### src/rtl/muldiv_if.sv
// Request/result bundle between the EX-stage control and the multiply/divide unit.
interface muldiv_if #(
  parameter int WIDTH = 32
);
  logic             start;
  logic [1:0]       op;
  logic [WIDTH-1:0] a;
  logic [WIDTH-1:0] b;
  logic             hi_we;
  logic             lo_we;
  logic [WIDTH-1:0] wdata;
  logic             busy;
  logic             done;
  logic             div_by_zero;
  logic [WIDTH-1:0] hi;
  logic [WIDTH-1:0] lo;

  modport master (
    output start, op, a, b, hi_we, lo_we, wdata,
    input  busy, done, div_by_zero, hi, lo
  );

  modport slave (
    input  start, op, a, b, hi_we, lo_we, wdata,
    output busy, done, div_by_zero, hi, lo
  );
endinterface

### src/rtl/muldiv_unit.sv
// Iterative MULT/MULTU/DIV/DIVU unit owning HI/LO: magnitudes are processed unsigned
// over WIDTH iterations, then the result signs are restored in a final fix-up cycle.
module muldiv_unit #(
  parameter int WIDTH = 32,
  parameter int CNT_W = 6
) (
  input  logic     clk,
  input  logic     reset,
  muldiv_if.slave  bus
);

  localparam logic [1:0] S_IDLE = 2'd0;
  localparam logic [1:0] S_CALC = 2'd1;
  localparam logic [1:0] S_FIX  = 2'd2;

  function automatic logic [WIDTH-1:0] neg_w(input logic [WIDTH-1:0] x);
    return (~x) + WIDTH'(1);
  endfunction

  function automatic logic [WIDTH-1:0] cneg_w(input logic [WIDTH-1:0] x, input logic en);
    return en ? neg_w(x) : x;
  endfunction

  function automatic logic [2*WIDTH-1:0] cneg_2w(input logic [2*WIDTH-1:0] x, input logic en);
    return en ? ((~x) + (2*WIDTH)'(1)) : x;
  endfunction

  function automatic logic [WIDTH-1:0] abs_w(input logic [WIDTH-1:0] x, input logic sgn);
    return (sgn && x[WIDTH-1]) ? neg_w(x) : x;
  endfunction

  logic [1:0]         state_q, state_d;
  logic [CNT_W-1:0]   cnt_q, cnt_d;
  logic               done_q, done_d;
  logic               dbz_q, dbz_d;
  logic [WIDTH-1:0]   hi_q, hi_d;
  logic [WIDTH-1:0]   lo_q, lo_d;

  logic [1:0]         op_q, op_d;
  logic [WIDTH-1:0]   ua_q, ua_d;
  logic [WIDTH-1:0]   ub_q, ub_d;
  logic [WIDTH-1:0]   araw_q, araw_d;
  logic               negp_q, negp_d;
  logic               negr_q, negr_d;
  logic               bz_q, bz_d;
  logic [2*WIDTH-1:0] acc_q, acc_d;

  logic               in_signed;
  logic [WIDTH-1:0]   abs_a, abs_b;
  logic [WIDTH:0]     msum;
  logic [WIDTH:0]     shl;
  logic [WIDTH:0]     diff;
  logic [2*WIDTH-1:0] mul_next;
  logic [2*WIDTH-1:0] div_next;
  logic [2*WIDTH-1:0] prod_fix;

  assign in_signed = ~bus.op[0];
  assign abs_a     = abs_w(bus.a, in_signed);
  assign abs_b     = abs_w(bus.b, in_signed);

  // Multiply: acc holds {partial product, remaining multiplier bits}; add then shift right.
  assign msum     = {1'b0, acc_q[2*WIDTH-1:WIDTH]} + {1'b0, (acc_q[0] ? ua_q : '0)};
  assign mul_next = {msum, acc_q[WIDTH-1:1]};

  // Divide: acc holds {remainder, dividend/quotient}; remainder < divisor keeps diff[WIDTH] a true borrow.
  assign shl      = {acc_q[2*WIDTH-1:WIDTH], acc_q[WIDTH-1]};
  assign diff     = shl - {1'b0, ub_q};
  assign div_next = diff[WIDTH] ? {shl[WIDTH-1:0],  acc_q[WIDTH-2:0], 1'b0}
                                : {diff[WIDTH-1:0], acc_q[WIDTH-2:0], 1'b1};

  assign prod_fix = cneg_2w(acc_q, negp_q);

  always_comb begin
    state_d = state_q;
    cnt_d   = cnt_q;
    done_d  = 1'b0;
    dbz_d   = 1'b0;
    hi_d    = hi_q;
    lo_d    = lo_q;
    op_d    = op_q;
    ua_d    = ua_q;
    ub_d    = ub_q;
    araw_d  = araw_q;
    negp_d  = negp_q;
    negr_d  = negr_q;
    bz_d    = bz_q;
    acc_d   = acc_q;

    case (state_q)
      S_IDLE: begin
        if (bus.start) begin
          op_d    = bus.op;
          ua_d    = abs_a;
          ub_d    = abs_b;
          araw_d  = bus.a;
          negp_d  = in_signed & (bus.a[WIDTH-1] ^ bus.b[WIDTH-1]);
          negr_d  = in_signed & bus.a[WIDTH-1];
          bz_d    = (bus.b == '0);
          acc_d   = {{WIDTH{1'b0}}, (bus.op[1] ? abs_a : abs_b)};
          cnt_d   = '0;
          state_d = S_CALC;
        end else begin
          if (bus.hi_we) hi_d = bus.wdata;
          if (bus.lo_we) lo_d = bus.wdata;
        end
      end
      S_CALC: begin
        acc_d = op_q[1] ? div_next : mul_next;
        if (cnt_q == CNT_W'(WIDTH - 1)) begin
          state_d = S_FIX;
        end else begin
          cnt_d = cnt_q + CNT_W'(1);
        end
      end
      S_FIX: begin
        state_d = S_IDLE;
        done_d  = 1'b1;
        if (op_q[1]) begin
          if (bz_q) begin
            hi_d  = araw_q;
            lo_d  = '1;
            dbz_d = 1'b1;
          end else begin
            lo_d = cneg_w(acc_q[WIDTH-1:0], negp_q);
            hi_d = cneg_w(acc_q[2*WIDTH-1:WIDTH], negr_q);
          end
        end else begin
          hi_d = prod_fix[2*WIDTH-1:WIDTH];
          lo_d = prod_fix[WIDTH-1:0];
        end
      end
      default: state_d = S_IDLE;
    endcase
  end

  always_ff @(posedge clk) begin
    if (!reset) begin
      state_q <= S_IDLE;
      cnt_q   <= '0;
      done_q  <= 1'b0;
      dbz_q   <= 1'b0;
      hi_q    <= '0;
      lo_q    <= '0;
    end else begin
      state_q <= state_d;
      cnt_q   <= cnt_d;
      done_q  <= done_d;
      dbz_q   <= dbz_d;
      hi_q    <= hi_d;
      lo_q    <= lo_d;
    end
  end

  always_ff @(posedge clk) begin
    op_q   <= op_d;
    ua_q   <= ua_d;
    ub_q   <= ub_d;
    araw_q <= araw_d;
    negp_q <= negp_d;
    negr_q <= negr_d;
    bz_q   <= bz_d;
    acc_q  <= acc_d;
  end

  assign bus.busy        = (state_q != S_IDLE);
  assign bus.done        = done_q;
  assign bus.div_by_zero = dbz_q;
  assign bus.hi          = hi_q;
  assign bus.lo          = lo_q;

endmodule

### src/flat_wrapper.sv
// flat-port wrapper written by rule: the top's interface ports become plain ports
module muldiv_unit_flat 
#(
  parameter int WIDTH = 32,
  parameter int CNT_W = 6
)
  (clk, reset, bus_start, bus_op, bus_a, bus_b, bus_hi_we, bus_lo_we, bus_wdata, bus_busy, bus_done, bus_div_by_zero, bus_hi, bus_lo);
  muldiv_if #(.WIDTH(WIDTH)) bus_i ();
  input  logic clk;
  input  logic reset;
  input wire logic [$bits(bus_i.start)-1:0] bus_start;
  input wire logic [$bits(bus_i.op)-1:0] bus_op;
  input wire logic [$bits(bus_i.a)-1:0] bus_a;
  input wire logic [$bits(bus_i.b)-1:0] bus_b;
  input wire logic [$bits(bus_i.hi_we)-1:0] bus_hi_we;
  input wire logic [$bits(bus_i.lo_we)-1:0] bus_lo_we;
  input wire logic [$bits(bus_i.wdata)-1:0] bus_wdata;
  output wire logic [$bits(bus_i.busy)-1:0] bus_busy;
  output wire logic [$bits(bus_i.done)-1:0] bus_done;
  output wire logic [$bits(bus_i.div_by_zero)-1:0] bus_div_by_zero;
  output wire logic [$bits(bus_i.hi)-1:0] bus_hi;
  output wire logic [$bits(bus_i.lo)-1:0] bus_lo;
  assign bus_i.start = bus_start;
  assign bus_i.op = bus_op;
  assign bus_i.a = bus_a;
  assign bus_i.b = bus_b;
  assign bus_i.hi_we = bus_hi_we;
  assign bus_i.lo_we = bus_lo_we;
  assign bus_i.wdata = bus_wdata;
  assign bus_busy = bus_i.busy;
  assign bus_done = bus_i.done;
  assign bus_div_by_zero = bus_i.div_by_zero;
  assign bus_hi = bus_i.hi;
  assign bus_lo = bus_i.lo;
  muldiv_unit #(.WIDTH(WIDTH), .CNT_W(CNT_W)) u_core (.clk(clk), .reset(reset), .bus(bus_i));
endmodule
### config.mk
export PLATFORM = sky130hd
export DESIGN_NAME = muldiv_unit_flat
export DESIGN_NICKNAME = d
export VERILOG_FILES = /design/src/rtl/muldiv_if.sv /design/src/rtl/muldiv_unit.sv /design/src/flat_wrapper.sv
export SDC_FILE = /design/constraint.sdc
export NUM_CORES = 1
export LEC_CHECK = 0
export CAP_MARGIN = 20
export CORE_MARGIN = 2
export CORE_UTILIZATION = 35
export DETAILED_ROUTE_END_ITERATION = 10
export DONT_BUFFER_PORTS = 1
export GPL_ROUTABILITY_DRIVEN = 0
export PLACE_DENSITY = 0.53
export SLEW_MARGIN = 15
export SYNTH_ARGS = -nofsm -noshare
export SYNTH_HDL_FRONTEND = slang
export SYNTH_SLANG_ARGS = --single-unit
### constraint.sdc
create_clock -name clk -period 12.2 [get_ports clk]
set_input_delay 1.22 -clock clk [delete_from_list [all_inputs] [get_ports clk]]
set_output_delay 1.22 -clock clk [all_outputs]
set_load 0.03 [all_outputs]
# After elaboration in Yosys (flattened, before gate mapping)
# Cells that the tools add are included.
[totals]
register_bits = 239
inputBits = 103
output_inout_bits = 67
word_cells = 83
[classes]
addsub = 8
eq_ne = 9
muxes = 29
n_bitwise = 9
reduce_logical = 14
[ops]
columns = ["op", "n"]
rows = [
  ["2-to-1 mux 32 bit", 14],
  ["2-to-1 mux 64 bit", 4],
  ["adder 32 x 1 -> 32 bit, second input constant", 4],
  ["NOT 32 bit", 4],
  ["one-hot mux 32 bit (2 select lines)", 2],
  ["one-hot mux 64 bit (2 select lines)", 1],
  ["adder 64 x 1 -> 64 bit, second input constant", 1],
  ["NOT 64 bit", 1],
  ["adder 32 x 32 -> 33 bit", 1],
  ["subtractor 33 x 32 -> 33 bit", 1],
  ["zero test 32 bit", 1],
  ["2-to-1 mux 6 bit", 2],
  ["one-hot mux 6 bit (2 select lines)", 1],
  ["AND reduction 3 bit", 4],
  ["inequality test 2 bit, second input constant", 5],
  ["adder 6 x 1 -> 6 bit, second input constant", 1],
  ["== test 6 x 5 -> 1 bit, second input constant", 1],
  ["AND reduction 2 bit", 3],
  ["nonzero test 2 bit", 3],
  ["2-to-1 mux 2 bit", 2],
  ["one-hot mux 2 bit (2 select lines)", 1],
  ["AND 1 bit", 2],
  ["== test 2 x 1 -> 1 bit, second input constant", 1],
  ["== test 2 bit, second input constant", 1],
  ["6 further kinds", 8],
]

# Longest topological paths before layout
[depth]
depth_word = 6
mapped_depth = 14
depth_no_buf = 12

# Worst setup path before layout
# No wires, ideal clock.
[synth_timing]
kind = "input-to-reg"
from = "in bus_start"
to = "reg u_core.cnt_q[5]"
setup_time_ns = 0.129
t_arrival_ns = 6.482
required_time_ns = 12.071
path_slack_ns = 5.588
path_stages = 7
path_buffers = 0
cell_sequence = "inv_1 > nor2_1 > nor2_1 > nor2_1 > nand3_1 > xor2_1 > nor2_1"
[synth_between]
elab_chain_len = 2
[synth_lines]
columns = ["element", "line_no", "rtl"]
rows = [
  ["start: declaration", "flat_wrapper.sv:11", "input wire logic [$bits(bus_i.start)-1:0] bus_start;"],
  ["inequality test 2 bit (no line)", "-", ""],
  ["AND reduction 3 bit (no line)", "-", ""],
  ["end signal: assignment", "muldiv_unit.sv:146", "cnt_q <= cnt_d;"],
  ["end: declaration", "muldiv_unit.sv:33", "logic [CNT_W-1:0] cnt_q, cnt_d;"],
]
# Every way passes these cells.
# A chain may end at the register's enable or synchronous reset.

# Worst setup path after layout
[layout_timing]
from = "reg u_core.acc_q[0]"
to = "reg u_core.acc_q[55] (data pin)"
[layout_between]
elab_chain_len = 4
[layout_lines]
columns = ["element", "line_no", "rtl"]
rows = [
  ["start: declaration", "muldiv_unit.sv:46", "logic [2*WIDTH-1:0] acc_q, acc_d;"],
  ["start signal: assignment", "muldiv_unit.sv:162", "acc_q <= acc_d;"],
  ["2-to-1 mux 32 bit", "muldiv_unit.sv:62", "assign msum = {1'b0, acc_q[2*WIDTH-1:WIDTH]} + {1'b0, (acc_q[0] ? ua_q : '0)};"],
  ["adder 32 x 32 -> 33 bit", "muldiv_unit.sv:62", ""],
  ["2-to-1 mux 64 bit", "muldiv_unit.sv:108", "acc_d = op_q[1] ? div_next : mul_next;"],
  ["one-hot mux 64 bit (2 select lines)", "muldiv_unit.sv:89", "case (state_q)"],
]
# Every way passes these cells.

==> reports/summary.txt <==
YOSYS
----------------------------------------------------------------------------------------------------
Synthesized flop and latch total                                                                 237
Synthesized area                                                                           17000 um2
EDFF count, synth                                                                                163
Synthesized area per cell                                                                   8.99 um2
Async S/R FF share, synth                                                                         0%
Gate Count Post-Synth                                                                           1892
Top post-synthesis cells by area                                                        sky130_fd_sc_hd__edfxtp_1 29%, sky130_fd_sc_hd__dfxtp_1 8.7%, sky130_fd_sc_hd__xnor2_1 6.3%
Area share of the largest cell type after synthesis                                            28.8%
Primary FF master, synth                                                                sky130_fd_sc_hd__edfxtp_1
Library cell occupying the most area in the post-synthesis netlist                      sky130_fd_sc_hd__edfxtp_1
Number of nets in the synthesized netlist                                                       2066
Yosys cell types                                                                                  81
Sequential cell area fraction in the yosys report                                              37.5%
Synth Warn #                                                                                       0

CTS
----------------------------------------------------------------------------------------------------
Clk Latency, worst-skew pair                                                                  570 ps
CTS H-Tree Depth                                                                                   1
Total clock sinks                                                                                237
Clock Tree Buf Depth                                                                               3
# resized after CTS                                                                                0
TritonCTS clock tree                                                                            done
# Post-CTS Setup Buffers                                                                           0
Clock-pin slew reported for the worst setup and hold paths after clock tree synthesis          60 ps
CTS Root Cell                                                                           sky130_fd_sc_hd__clkbuf_16
Number of buffers created by CTS                                                                  29
Number of buffers inserted by hold repair at cts                                                   0

GRT
----------------------------------------------------------------------------------------------------
Combined global-route utilization of all metal layers                                          22.7%
First-pass GRT wire length                                                                   87.5 mm
Pin count of the biggest net entering global routing                                             110
Via count of the first global-routing pass                                                     13800
GRT overflow                                                                                       0
Number of antenna violations at the first check in global routing                                  0

RUN STATUS
----------------------------------------------------------------------------------------------------
Outcome                                                                                 finished clean

CRITICAL PATH
----------------------------------------------------------------------------------------------------
Category of the critical setup timing path                                                reg -> reg
Type of origin of the critical path                                                             flop
Worst-path maximum fanout                                                                         22
Setup crit end kind                                                                             flop
Worst endpoint required time                                                                12500 ps
Arrival time of the worst setup path                                                         5190 ps

ROUTE
----------------------------------------------------------------------------------------------------
Vias after detailed routing                                                                    14800
Count of antenna-violating nets left after detailed routing                                        0
Average wire per standard cell                                                               23.9 um
Wirelength, routed                                                                           59.1 mm
First-pass DRT Iterations                                                                          5
Starting DRC count in detailed routing                                                          1336
Remaining routing DRC violations                                                                   0
Average vias per placed instance                                                                5.98

CELLS AND AREA
----------------------------------------------------------------------------------------------------
ANT cells                                                                                          0
Fillcell total                                                                                  4810
Number of nets at the end of the flow                                                           2009
Synth-to-Final Area Change                                                                     9.11%
Proportion of layout cells with a drive suffix above 1                                         7.48%
Commonest non-fill, non-tap cell in the layout                                          sky130_fd_sc_hd__nand2_1
Final instance count without filler cells                                                       2473
Final core area utilization                                                                    38.8%
Most frequent cells in the layout                                                       180 x sky130_fd_sc_hd__nand2_1, 163 x sky130_fd_sc_hd__edfxtp_1, 161 x sky130_fd_sc_hd__a21oi_1

PLACE
----------------------------------------------------------------------------------------------------
I/O Buffers                                                                                        0
DPL Wire Length                                                                              44.4 mm
Dpl ws                                                                                       7360 ps
Placed insts                                                                                    2419

POWER
----------------------------------------------------------------------------------------------------
Leakage component of the power                                                               6.90 nW
Peak supply drop                                                                              102 uV
Areal power density over the cells                                                        146 nW/um2

TIMING
----------------------------------------------------------------------------------------------------
Part of the cycle the worst path needs                                                         40.1%
Slew Limit Headroom                                                                            22.6%
Setup total negative slack                                                                      0 ps
Minimum hold slack                                                                            534 ps
Final Hold Fails                                                                                   0
Unrepaired setup endpoints after global routing                                                   no
Final setup skew                                                                             11.7 ps
Final worst path period need                                                                 4890 ps
Final Max Tran Viols                                                                               0
Achievable Freq                                                                            0.204 GHz
Transition at the pin with the smallest max-transition slack                                 1150 ps
Worst path setup slack after routing                                                         7310 ps
Final setup violation count                                                                        0

FLOORPLANNING
----------------------------------------------------------------------------------------------------
Die width                                                                                     224 um
Core Area                                                                                  47800 um2
Std cell rows                                                                                     80
Effective utilization at floorplan                                                             35.5%
DIE AREA                                                                                   50400 um2
Vertical extent of the die                                                                    224 um
Io pins                                                                                          170

MIN PATH
----------------------------------------------------------------------------------------------------
Hold/Removal Path Class                                                                   reg -> reg

FLOW RUN
----------------------------------------------------------------------------------------------------
Max_cap viols                                                                                      0

[cells in the mapped netlist, drive strengths merged, types with 5 or more instances]
library cell,instances
dfxtp,74
nor2b,11
a221o,5
o21ai,153
a22oi,7
nand2b,29
and2,36
a311oi,7
nor3b,5
o21bai,9
edfxtp,163
nand4,10
nand3,31
nor2,113
inv,65
xor2,63
nor3,42
nor4,20
a211oi,18
xnor2,123
o31ai,18
a31oi,17
o211ai,34
nand2,180
mux2,28
ha,69
o221ai,38
o41ai,14
o22ai,20
a21o,28
buf,12
or3,15
or4,16
and3,12
or2,15
mux2i,77
o21a,7
clkbuf,98
a21oi,162
[final timing paths]
check | from | endpoint | slack [ps] | depth (start not counted)
hold reg to reg | u_core.cnt_q[5] | u_core.cnt_q[5] | 530 | 2
hold / removal | u_core.cnt_q[5] | u_core.cnt_q[5] | 530 | 2
setup / recovery | u_core.acc_q[0] | u_core.acc_q[55] | 7310 | 13
setup reg to reg | u_core.acc_q[0] | u_core.acc_q[55] | 7310 | 13
[kinds of logic after synthesis]
| kind of cell | count (synthesis) | synth area share, % |
|---|---|---|
| compound gates | 569 | 21.2 |
| xor+xnor | 186 | 9.58 |
| fa+ha+maj | 71 | 5.31 |
| buf+inv | 176 | 3.98 |
| flops | 237 | 37.5 |
| mux | 105 | 6.39 |
| simple gates | 548 | 16.1 |
[cell type report]
class	instances	area [um2]	area share, %
Sequential cell	237	6380	34.4
Timing Repair Buffer	22	198	1.07
Multi-Input combinational cell	1479	9990	53.8
Tap cell	615	769	4.15
Clock inverter	13	113	0.607
Inverter	66	248	1.33
Clock buffer	41	865	4.66
[sequential cells by signal, summed over array words and instances, names as in the netlist, 2 cells and up]
| register | count |
|---|---|
| u_core.acc_q | 64 |
| u_core.araw_q | 32 |
| u_core.bus.hi | 32 |
| u_core.bus.lo | 32 |
| u_core.ub_q | 32 |
| u_core.ua_q | 31 |
| u_core.cnt_q | 6 |
| u_core.state_q | 2 |
[layer usage]
metal / routed length, um / GRT usage, %
met1: 26300 / 31.9
met3: 4090 / 3.49
met5: 0 / 0
met4: 2300 / 8.16
met2: 26400 / 35.3
[power by group]
part | internal, mW | switching, mW
Combinational | 0.308 | 0.439
Sequential | 0.951 | 0.135
Clock | 0.518 | 0.366
Total | 1.78 | 0.940
[critical path, cell delays in order (launching register included)]
cell and delay [ps]:
sky130_fd_sc_hd__edfxtp_1 620, sky130_fd_sc_hd__buf_4 310, sky130_fd_sc_hd__and2_1 150, sky130_fd_sc_hd__ha_1 220, sky130_fd_sc_hd__fa_1 430, sky130_fd_sc_hd__a211oi_1 410
sky130_fd_sc_hd__o211ai_1 180, sky130_fd_sc_hd__a2111oi_0 820, sky130_fd_sc_hd__nor2_1 230, sky130_fd_sc_hd__a311oi_2 480, sky130_fd_sc_hd__o21ai_0 180, sky130_fd_sc_hd__or4_1 420
sky130_fd_sc_hd__nand4_1 100, sky130_fd_sc_hd__o211ai_1 80
[through the flow]
stage | total power, mW | cell area (um2)
2_1_floorplan | 1.63 | 17000
3_5_place_dp | 1.84 | 17600
4_1_cts | 2.72 | 18600
5_1_grt | 2.84 | 18600
3_3_place_gp | 1.83 | 17600
6_report | 2.72 | 18600
(Power assumes the default switching activity.)
